## src/rtl/csi_rx_pkg.sv

```systemverilog
// Shared definitions for the CSI-2 receive link controller: FSM encoding,
// counter widths and a saturating increment helper.
package csi_rx_pkg;

    localparam int LINE_W  = 16;
    localparam int FRAME_W = 16;
    localparam int WDOG_W  = 24;

    typedef enum logic [1:0] {
        ST_FLUSH   = 2'd0,
        ST_ARM     = 2'd1,
        ST_WAIT_FS = 2'd2,
        ST_FRAME   = 2'd3
    } link_state_t;

    // Line counter increment that sticks at all-ones instead of wrapping.
    function automatic logic [LINE_W-1:0] line_sat_inc(input logic [LINE_W-1:0] value);
        logic [LINE_W-1:0] result;
        if (value == {LINE_W{1'b1}}) begin
            result = value;
        end else begin
            result = value + {{(LINE_W-1){1'b0}}, 1'b1};
        end
        return result;
    endfunction

endpackage

```

## src/rtl/csi_rx_watchdog.sv

```systemverilog
// Loadable up-counter with clear and a "next increment reaches terminal"
// flag. One instance serves the flush, LP-settle and frame-timeout counts,
// since those phases never overlap.
import csi_rx_pkg::*;

module csi_rx_watchdog #(
    parameter int W = WDOG_W
) (
    input  logic         clock,
    input  logic         reset_n,
    input  logic         enable,
    input  logic         clear,
    input  logic         inc,
    input  logic         load,
    input  logic [W-1:0] load_value,
    input  logic [W-1:0] terminal,
    output logic         tc
);

    localparam logic [W-1:0] ONE = {{(W-1){1'b0}}, 1'b1};

    logic [W-1:0] count_r;

    // tc is raised while the count sits one short of terminal, so the
    // controller can act on the same edge the count would reach it.
    assign tc = ((count_r + ONE) == terminal);

    // Count register: clear beats load beats increment; frozen while disabled.
    always_ff @(posedge clock) begin
        if (!reset_n) begin
            count_r <= {W{1'b0}};
        end else if (enable) begin
            if (clear) begin
                count_r <= {W{1'b0}};
            end else if (load) begin
                count_r <= load_value;
            end else if (inc) begin
                count_r <= count_r + ONE;
            end
        end
    end

endmodule

```

## src/rtl/csi_rx_link_ctrl.sv

```systemverilog
// CSI-2 receive link controller: flushes the receive path, waits for the
// lane to settle in LP mode, then tracks frames/lines and flags timeouts,
// line-count mismatches and frame-start/frame-end sequencing errors.
import csi_rx_pkg::*;

module csi_rx_link_ctrl #(
    parameter int unsigned       LP_SETTLE     = 16,
    parameter int unsigned       RESYNC_CYCLES = 8,
    parameter logic [WDOG_W-1:0] FRAME_TIMEOUT = 24'd1000000,
    parameter logic [LINE_W-1:0] EXP_LINES     = 16'd0
) (
    input  logic               clock,
    input  logic               reset_n,
    input  logic               enable,
    input  logic               lp_detect,
    input  logic               vsync,
    input  logic               in_frame,
    input  logic               in_line,
    input  logic               payload_enable,
    input  logic               err_clear,
    output logic               rx_reset,
    output logic               frame_active,
    output logic               frame_done,
    output logic [LINE_W-1:0]  line_count,
    output logic [LINE_W-1:0]  last_line_count,
    output logic [FRAME_W-1:0] frame_count,
    output logic               err_timeout,
    output logic               err_lines,
    output logic               err_seq
);

    link_state_t        state_r, state_next_s;
    logic               in_line_q_r, in_frame_q_r;
    logic               wd_clear_s, wd_inc_s, wd_tc_s;
    logic [WDOG_W-1:0]  wd_terminal_s;
    logic               line_rise_s, frame_fall_s;
    logic [LINE_W-1:0]  line_lin_s, line_next_s, last_next_s;
    logic [FRAME_W-1:0] frame_count_next_s;
    logic               done_s, set_timeout_s, set_lines_s, set_seq_s;

    csi_rx_watchdog #(.W(WDOG_W)) u_watchdog (
        .clock      (clock),
        .reset_n    (reset_n),
        .enable     (enable),
        .clear      (wd_clear_s),
        .inc        (wd_inc_s),
        .load       (1'b0),
        .load_value ({WDOG_W{1'b0}}),
        .terminal   (wd_terminal_s),
        .tc         (wd_tc_s)
    );

    // State register.
    always_ff @(posedge clock) begin
        if (!reset_n) begin
            state_r <= ST_FLUSH;
        end else if (enable) begin
            state_r <= state_next_s;
        end
    end

    // Next-state, counter control and datapath next values.
    always_comb begin
        state_next_s       = state_r;
        wd_clear_s         = 1'b0;
        wd_inc_s           = 1'b0;
        wd_terminal_s      = FRAME_TIMEOUT;
        line_rise_s        = in_line & ~in_line_q_r;
        frame_fall_s       = in_frame_q_r & ~in_frame;
        // A line edge coinciding with frame end is counted before capture.
        line_lin_s         = line_rise_s ? line_sat_inc(line_count) : line_count;
        line_next_s        = line_count;
        last_next_s        = last_line_count;
        frame_count_next_s = frame_count;
        done_s             = 1'b0;
        set_timeout_s      = 1'b0;
        set_lines_s        = 1'b0;
        set_seq_s          = 1'b0;
        case (state_r)
            ST_FLUSH: begin
                wd_terminal_s = WDOG_W'(RESYNC_CYCLES);
                if (wd_tc_s) begin
                    state_next_s = ST_ARM;
                    wd_clear_s   = 1'b1;
                end else begin
                    wd_inc_s = 1'b1;
                end
            end
            ST_ARM: begin
                wd_terminal_s = WDOG_W'(LP_SETTLE);
                if (!lp_detect) begin
                    wd_clear_s = 1'b1;
                end else if (wd_tc_s) begin
                    state_next_s = ST_WAIT_FS;
                    wd_clear_s   = 1'b1;
                end else begin
                    wd_inc_s = 1'b1;
                end
            end
            ST_WAIT_FS: begin
                wd_clear_s = 1'b1;
                if (vsync) begin
                    state_next_s = ST_FRAME;
                    line_next_s  = {LINE_W{1'b0}};
                end else begin
                    state_next_s = ST_WAIT_FS;
                end
            end
            ST_FRAME: begin
                if (payload_enable || vsync) begin
                    wd_clear_s = 1'b1;
                end else if (wd_tc_s) begin
                    set_timeout_s = 1'b1;
                end else begin
                    wd_inc_s = 1'b1;
                end
                // Timeout outranks frame end, which outranks a repeated frame start.
                if (set_timeout_s) begin
                    state_next_s = ST_FLUSH;
                    wd_clear_s   = 1'b1;
                end else if (frame_fall_s) begin
                    state_next_s       = ST_WAIT_FS;
                    wd_clear_s         = 1'b1;
                    line_next_s        = line_lin_s;
                    last_next_s        = line_lin_s;
                    frame_count_next_s = frame_count + {{(FRAME_W-1){1'b0}}, 1'b1};
                    if ((EXP_LINES != {LINE_W{1'b0}}) && (line_lin_s != EXP_LINES)) begin
                        set_lines_s = 1'b1;
                    end else begin
                        done_s = 1'b1;
                    end
                end else if (vsync) begin
                    set_seq_s   = 1'b1;
                    line_next_s = {LINE_W{1'b0}};
                end else begin
                    line_next_s = line_lin_s;
                end
            end
            default: begin
                state_next_s = ST_FLUSH;
                wd_clear_s   = 1'b1;
            end
        endcase
    end

    // Registered outputs, edge-detect history and sticky error flags.
    always_ff @(posedge clock) begin
        if (!reset_n) begin
            in_line_q_r     <= 1'b0;
            in_frame_q_r    <= 1'b0;
            rx_reset        <= 1'b1;
            frame_active    <= 1'b0;
            frame_done      <= 1'b0;
            line_count      <= {LINE_W{1'b0}};
            last_line_count <= {LINE_W{1'b0}};
            frame_count     <= {FRAME_W{1'b0}};
            err_timeout     <= 1'b0;
            err_lines       <= 1'b0;
            err_seq         <= 1'b0;
        end else if (enable) begin
            in_line_q_r     <= in_line;
            in_frame_q_r    <= in_frame;
            rx_reset        <= (state_next_s == ST_FLUSH);
            frame_active    <= (state_next_s == ST_FRAME);
            frame_done      <= done_s;
            line_count      <= line_next_s;
            last_line_count <= last_next_s;
            frame_count     <= frame_count_next_s;
            err_timeout     <= set_timeout_s | (err_timeout & ~err_clear);
            err_lines       <= set_lines_s   | (err_lines   & ~err_clear);
            err_seq         <= set_seq_s     | (err_seq     & ~err_clear);
        end
    end

endmodule

```

## config.mk

```make
export PLATFORM = sky130hd
export DESIGN_NAME = csi_rx_link_ctrl
export DESIGN_NICKNAME = d
export VERILOG_FILES = /design/src/rtl/csi_rx_pkg.sv /design/src/rtl/csi_rx_watchdog.sv /design/src/rtl/csi_rx_link_ctrl.sv
export SDC_FILE = /design/constraint.sdc
export NUM_CORES = 1
export LEC_CHECK = 0
export ABC_AREA = 1
export CORE_MARGIN = 2
export CORE_UTILIZATION = 55
export DETAILED_ROUTE_END_ITERATION = 16
export PLACE_DENSITY_LB_ADDON = 0.12
export SLEW_MARGIN = 20
export SYNTH_ARGS = -nofsm -noshare
export SYNTH_HDL_FRONTEND = slang
export SYNTH_HIERARCHICAL = 1
export SYNTH_SLANG_ARGS = --single-unit
```

## constraint.sdc

```tcl
create_clock -name clock -period 3.8 [get_ports clock]
set_input_delay 0.38 -clock clock [delete_from_list [all_inputs] [get_ports clock]]
set_output_delay 0.38 -clock clock [all_outputs]
set_load 0.1 [all_outputs]
```

==> results of run 1 <==
==> how the worst min path moves through the flow <==
stage,startpoint,endpoint,cells after the start
3_3_place_gp,err_lines$_SDFFE_PN0P_,err_lines$_SDFFE_PN0P_,2
2_1_floorplan,u_watchdog/count_r[23]$_SDFFE_PN0P_,u_watchdog/count_r[23]$_SDFFE_PN0P_,2
3_5_place_dp,err_lines$_SDFFE_PN0P_,err_lines$_SDFFE_PN0P_,2
4_1_cts,err_lines$_SDFFE_PN0P_,err_lines$_SDFFE_PN0P_,2
6_report,err_lines$_SDFFE_PN0P_,err_lines$_SDFFE_PN0P_,2
5_1_grt,err_lines$_SDFFE_PN0P_,err_lines$_SDFFE_PN0P_,2
==> metrics by stage <==
step | instance area [um2] | setup WS [ns] | power, W | instances
floorplan | 5575 | 0.9704 | 0.001097 | 919
global placement | 6272 | 0.7703 | 0.001149 | 1091
detailed placement | 6272 | 0.6669 | 0.001149 | 1091
CTS | 6482 | 0.6226 | 0.001827 | 1107
global route | 6482 | 0.2016 | 0.001909 | 1107
finish | 6482 | 0.6006 | 0.001819 | 1107
==> cells by family after synthesis <==
family | share of synthesized area
simple gates | 0.4160
compound gates | 0.1488
buf+inv | 0.09348
flops | 0.3051
xor+xnor | 0.02884
fa+ha+maj | 0.006977
other cells | 0.0006970
==> layout make-up <==
type,instances,area share
clock buffers,10,0.02123
clock inverters,6,0.01119
inverters,102,0.05906
multi-input cells,708,0.5292
flip-flops and latches,82,0.2532
well taps,133,0.02567
repair buffers,66,0.1004
==> worst max-delay path, stage by stage, from the launching register on <==
cell and delay, ns:
dfxtp_1 0.42, ha_1 0.23, nand2_2 0.12, nor2_8 0.19, nand2_4 0.08, nor2_4 0.16, nand2_1 0.08, nand2_1 0.08
nand2_1 0.06, nand2_1 0.06, nand2_1 0.06, nor2_2 0.07, nand3_1 0.07, nor2_1 0.27, nand2_1 0.17, nand3_2 0.27
inv_2 0.28, o21ai_0 0.24, o21bai_1 0.13, inv_1 0.06
==> routing by layer <==
metal / vias to the layer above / GRT usage / routed length [um]
li1: 2926 / - / -
met1: 2393 / 0.3268 / 5946
met2: 129 / 0.4540 / 6388
met3: 19 / 0.03390 / 662
met4: 0 / 0.07996 / 184
met5: - / 0 / 0
==> registers in the layout (all words and copies together), names as in the netlist <==
name                count
line_count             16
frame_active            1
frame_done              1
in_line_q_r             1
state_r                 2
err_seq                 1
u_watchdog/count_r     24
in_frame_q_r            1
err_lines               1
frame_count            16
last_line_count        16
rx_reset                1
err_timeout             1
==> report_power, final <==
group / internal, W / switching [W] / leakage [nW] / total [W]
Clock: 0.000330 / 0.000352 / 0.104 / 0.000683
Sequential: 0.000879 / 0.0000282 / 0.664 / 0.000907
Combinational: 0.0000824 / 0.000147 / 1.95 / 0.000229
Total: 0.00129 / 0.000527 / 2.72 / 0.00182
==> layout by cell type, fill, tap and decap left out, types with 4 or more instances in the layout <==
master and count:
o211ai_1 13, nand4_1 4, nand2_1 281, nor2_2 6, nor2_4 6, xor2_1 4
nor2_1 91, buf_4 4, inv_1 98, nand3_1 72, dfxtp_1 82, a21oi_1 70
xnor2_1 4, nand3_2 6, conb_1 53, o21ai_0 37, o21a_1 4, o21ai_1 4
nand2_2 6, o21bai_1 4, clkdlybuf4s50_1 62, clkbuf_8 10, nand3b_1 8
==> impl_metrics.json, run 1 <==
{
  "antenna-diode-count": 0,
  "antenna_found_initial": 0,
  "numCtsBuffers": 9,
  "vias": 5467,
  "clk_pin_slew_ns": 0.09,
  "first_iter_violations": 249,
  "netlist_area_um2": 5380,
  "place_hpwl_mm": 9.696,
  "ctsRootBufferMaster": "clkbuf_8",
  "rr_endpoint": "last_line_count[14]$_SDFFE_PN0P_",
  "cts_tree": "yes",
  "initial_core_util": 0.5582,
  "synth.avg_cell_area_um2": 6.205,
  "die_h_um": 102.9,
  "port_buffers": 62,
  "r2r_start": "u_watchdog/count_r[0]$_SDFFE_PN0P_",
  "drv_cap": 0,
  "critPathMaxFanout": 35,
  "core_um2": 9639,
  "critPathRequiredTime_ns": 4.05,
  "gp_congestion": 0.8286,
  "cts.sinks": 82,
  "startpoint": "u_watchdog/count_r[0]$_SDFFE_PN0P_",
  "cp-start-kind": "flop",
  "multiInputGateArea_um2": 3431,
  "synth_top_area_share": 0.3051,
  "ys_ff_latch": 82,
  "ys.flop_type": "dfxtp_1",
  "tns_ns": 0,
  "synth_edf_count": 0,
  "drive_gt1_frac": 0.06366,
  "power_per_cell_area_nw_per_um2": 280.6,
  "finalSetupViolCount": 0,
  "grt_pass1_wl_mm": 21.96,
  "fillers": 950,
  "drt_wl_total_mm": 13.18,
  "htreeDepth": 3,
  "ff_latch_area_um2": 1642,
  "rsz0062_at_grt": "no",
  "grt_pass1_vias": 4966,
  "crit_type": "reg -> reg",
  "holdWs_ns": 0.4465,
  "ys_async_sr_fraction": 0,
  "fin_crit_sh": 0.8419,
  "dieArea_um2": 10590,
  "finalCriticalPeriod_ns": 3.199,
  "drcViolationCount": 0,
  "ant_nets": 0,
  "syn_inst": 867,
  "hold_viol_final": 0,
  "drv_slew": 0,
  "synth.most_common_cell": "nand2_1",
  "slew_headroom": 0.3291,
  "max_freq_mhz": 312.6,
  "cts_setup_buffers": 0,
  "clk-insertion-delay-late_ns": 0.36,
  "p_leak_nw": 2.723,
  "synth_seq_area_share": 0.3051,
  "overflow": 0,
  "die_w_um": 102.9,
  "synth_cell_types": 46,
  "area_growth_pct": 20.49,
  "cts.repair.resized": 0,
  "status": "complete, no violations",
  "num_rows": 36,
  "endpoint_kind": "flop",
  "hold_buffers": 0,
  "vias_per_cell": 4.939,
  "reg2regPathDepth": 19,
  "ff2ff_setup_slack_ns": 0.60,
  "grt_max_degree": 40,
  "clockBufferDepth": 2,
  "yosys_warnings": 6,
  "hold_class": "reg -> reg",
  "synth_common_cells": "nand2_1, inv_1, nor2_1",
  "cp_data_arrival_time_ns": 3.45,
  "yosysTopAreaCell": "dfxtp_1",
  "grtUsageTotal": 0.2575,
  "post-route-util": 0.6725,
  "first_pass_iters": 7,
  "synth.area.top_cells": "dfxtp_1, nand2_1, inv_1",
  "layout.nets": 981,
  "io_pins": 63,
  "wl_per_cell_um": 11.91,
  "worstMarginPinSlew_ns": 1.003,
  "skew_ns": 0.01755,
  "crit_path_end": "last_line_count[14]$_SDFFE_PN0P_",
  "peakVddDrop_mv": 0.1503
}
No activity file was read; power rests on OpenSTA's default activity.
==> run 2: changes to the inputs <==
- clock period: 3.8 -> 3.11 ns (I/O delays scaled with it)
==> run 2 against run 1 <==
Compared with the run above: power up 21%; core utilization rose by 1.6 points; sequential power up 22%; die area unchanged; hold slack improved by 0.0063 ns; cell area rose by 2.4%; critical path type unchanged.
==> impl_metrics.json, run 2 (synthesis results as in run 1) <==
{
  "worstPathCellList": "ha_4, nand2_4, nor2_8, nand2_4, nor2_4, nand2_1, nand2_1, nand2_1, nand2_1, nand2_1, nor2_2, nand3_2, nor2_4, a21o_1, o31ai_2, nor2_2, clkinvlp_4, a21oi_1, o21ai_0, a21oi_1",
  "antenna-diode-count": 0,
  "regMostFlops": "u_watchdog/count_r",
  "io_pins": 63,
  "finalCriticalPeriod_ns": 2.983,
  "final_common_cell": "nand2_1",
  "die_h_um": 102.9,
  "largest_register_ffs": 24,
  "vias": 5574,
  "drive_gt1_frac": 0.1160,
  "hold_class": "reg -> reg",
  "max_freq_mhz": 335.3,
  "final_cell_mix": "nand2_1, inv_1, nor2_1",
  "core_um2": 9639,
  "overflow": 0,
  "power_per_cell_area_nw_per_um2": 332.5,
  "slew_headroom": 0.3383,
  "place_hpwl_mm": 9.703,
  "drv_slew": 0,
  "initial_core_util": 0.5582,
  "finalSetupViolCount": 0,
  "fin_area_um2": 6639,
  "cp_data_arrival_time_ns": 3.27,
  "crit_type": "reg -> reg",
  "grt_pass1_wl_mm": 21.63,
  "dp.cells": 1096,
  "fin_crit_sh": 0.9591,
  "peakVddDrop_mv": 0.1794,
  "p_leak_nw": 2.807,
  "post-route-util": 0.6887,
  "cts_tree": "yes",
  "cp-start-kind": "flop",
  "first_pass_iters": 5,
  "num_rows": 36,
  "drcViolationCount": 0,
  "critPathRequiredTime_ns": 3.40,
  "dpl-instance-area_um2": 6272,
  "htreeDepth": 3,
  "critical_path.max_stage_delay_ns": 0.38,
  "ctsRootBufferMaster": "clkbuf_8",
  "clk-insertion-delay-late_ns": 0.36,
  "worstMarginPinSlew_ns": 0.9894,
  "drv_cap": 0,
  "clockBufferDepth": 2,
  "grt_pass1_vias": 4697,
  "endpoint_kind": "flop",
  "numCtsBuffers": 9,
  "grt_max_degree": 40,
  "gp_congestion": 0.8578,
  "crit_top_cell": "nand2_1",
  "grtUsageTotal": 0.2568,
  "layout.nets": 990,
  "antenna_found_initial": 0,
  "wl_per_cell_um": 12.28,
  "worst_slack_ns": 0.1274,
  "area_growth_pct": 23.40,
  "ant_nets": 0,
  "die_w_um": 102.9,
  "critPathMaxFanout": 7,
  "hold_viol_final": 0,
  "fin_cells": 1116,
  "cts.sinks": 82,
  "clk_pin_slew_ns": 0.09,
  "vias_per_cell": 4.995,
  "pre_cts_slack_ns": 0.05346,
  "hold_buffers": 0,
  "dieArea_um2": 10590,
  "skew_ns": 0.01365,
  "drt_wl_total_mm": 13.70,
  "port_buffers": 62,
  "critPathSlowestCell": "dfxtp_4",
  "status": "complete, no violations",
  "first_iter_violations": 255
}
run 2: changes by cell type in the layout (fill, tap and decap cells not counted), moves of 3 or more:
cell / change
dfxtp_1: -15
dfxtp_4: +3
nor2_1: -6
nand3_1: -4
dfxtp_2: +12
clkdlybuf4s50_1: -15
buf_4: +21
nor2_2: +3
nand3_2: +3
nor2_4: +3
run 2: final timing paths:
path	startpoint	end	slack, ns	cells after the start
max reg2reg	u_watchdog/count_r[1]$_SDFFE_PN0P_	u_watchdog/count_r[23]$_SDFFE_PN0P_	0.13	20
min	err_lines$_SDFFE_PN0P_	err_lines$_SDFFE_PN0P_	0.45	2
max	u_watchdog/count_r[1]$_SDFFE_PN0P_	u_watchdog/count_r[23]$_SDFFE_PN0P_	0.13	20
min reg2reg	err_lines$_SDFFE_PN0P_	err_lines$_SDFFE_PN0P_	0.45	2
run 2: report_power, final:
| group | total [W] | switching [W] | leakage [nW] | internal (W) |
|---|---|---|---|---|
| registers | 0.00111 | 0.0000335 | 0.672 | 0.00108 |
| clock network | 0.000796 | 0.000418 | 0.0941 | 0.000378 |
| logic | 0.000302 | 0.000193 | 2.04 | 0.000109 |
| total | 0.00221 | 0.000645 | 2.81 | 0.00156 |
run 2: critical path, delay by kind of cell, from the launching register on:
| family | cells | cell delay [ns] |
|---|---|---|
| and+or+nand+nor | 13 | 1.49 |
| DFF | 1 | 0.38 |
| AOI/OAI and AO/OA | 5 | 0.62 |
| buffers and inverters | 1 | 0.25 |
| adders and majority gates | 1 | 0.15 |
run 2: layout make-up:
cell class                      instances  area [um2]
Inverter                              102       385.4
Clock inverter                          5       63.81
Clock buffer                           11       131.4
Sequential cell                        82        1668
Multi-Input combinational cell        708        3527
Timing Repair Buffer                   74       689.4
Timing Repair inverter                  1       7.507
Fill cell                             935        3000
Tap cell                              133       166.4
run 2: through the flow:
step	TNS (ns)	total power, W	hold WS, ns
floorplan	0	0.001340	0.4631
global placement	0	0.001407	0.4332
detailed placement	0	0.001409	0.4421
CTS	0	0.002199	0.4548
global route	-0.1546	0.002312	0.4754
finish	0	0.002208	0.4528
run 2: metal layers:
metal  wire [um]  track usage  up-vias
met3         664      0.03864       22
met5           0            0        -
li1            -            -     2946
met1        6082       0.3242     2485
met2        6691       0.4476      121
met4         263      0.08704        0
run 2: timing repair:
item | CTS | global route
gates resized for setup | 0 | 44
endpoints found under the setup margin | 0 | 56
setup buffers | 0 | 3
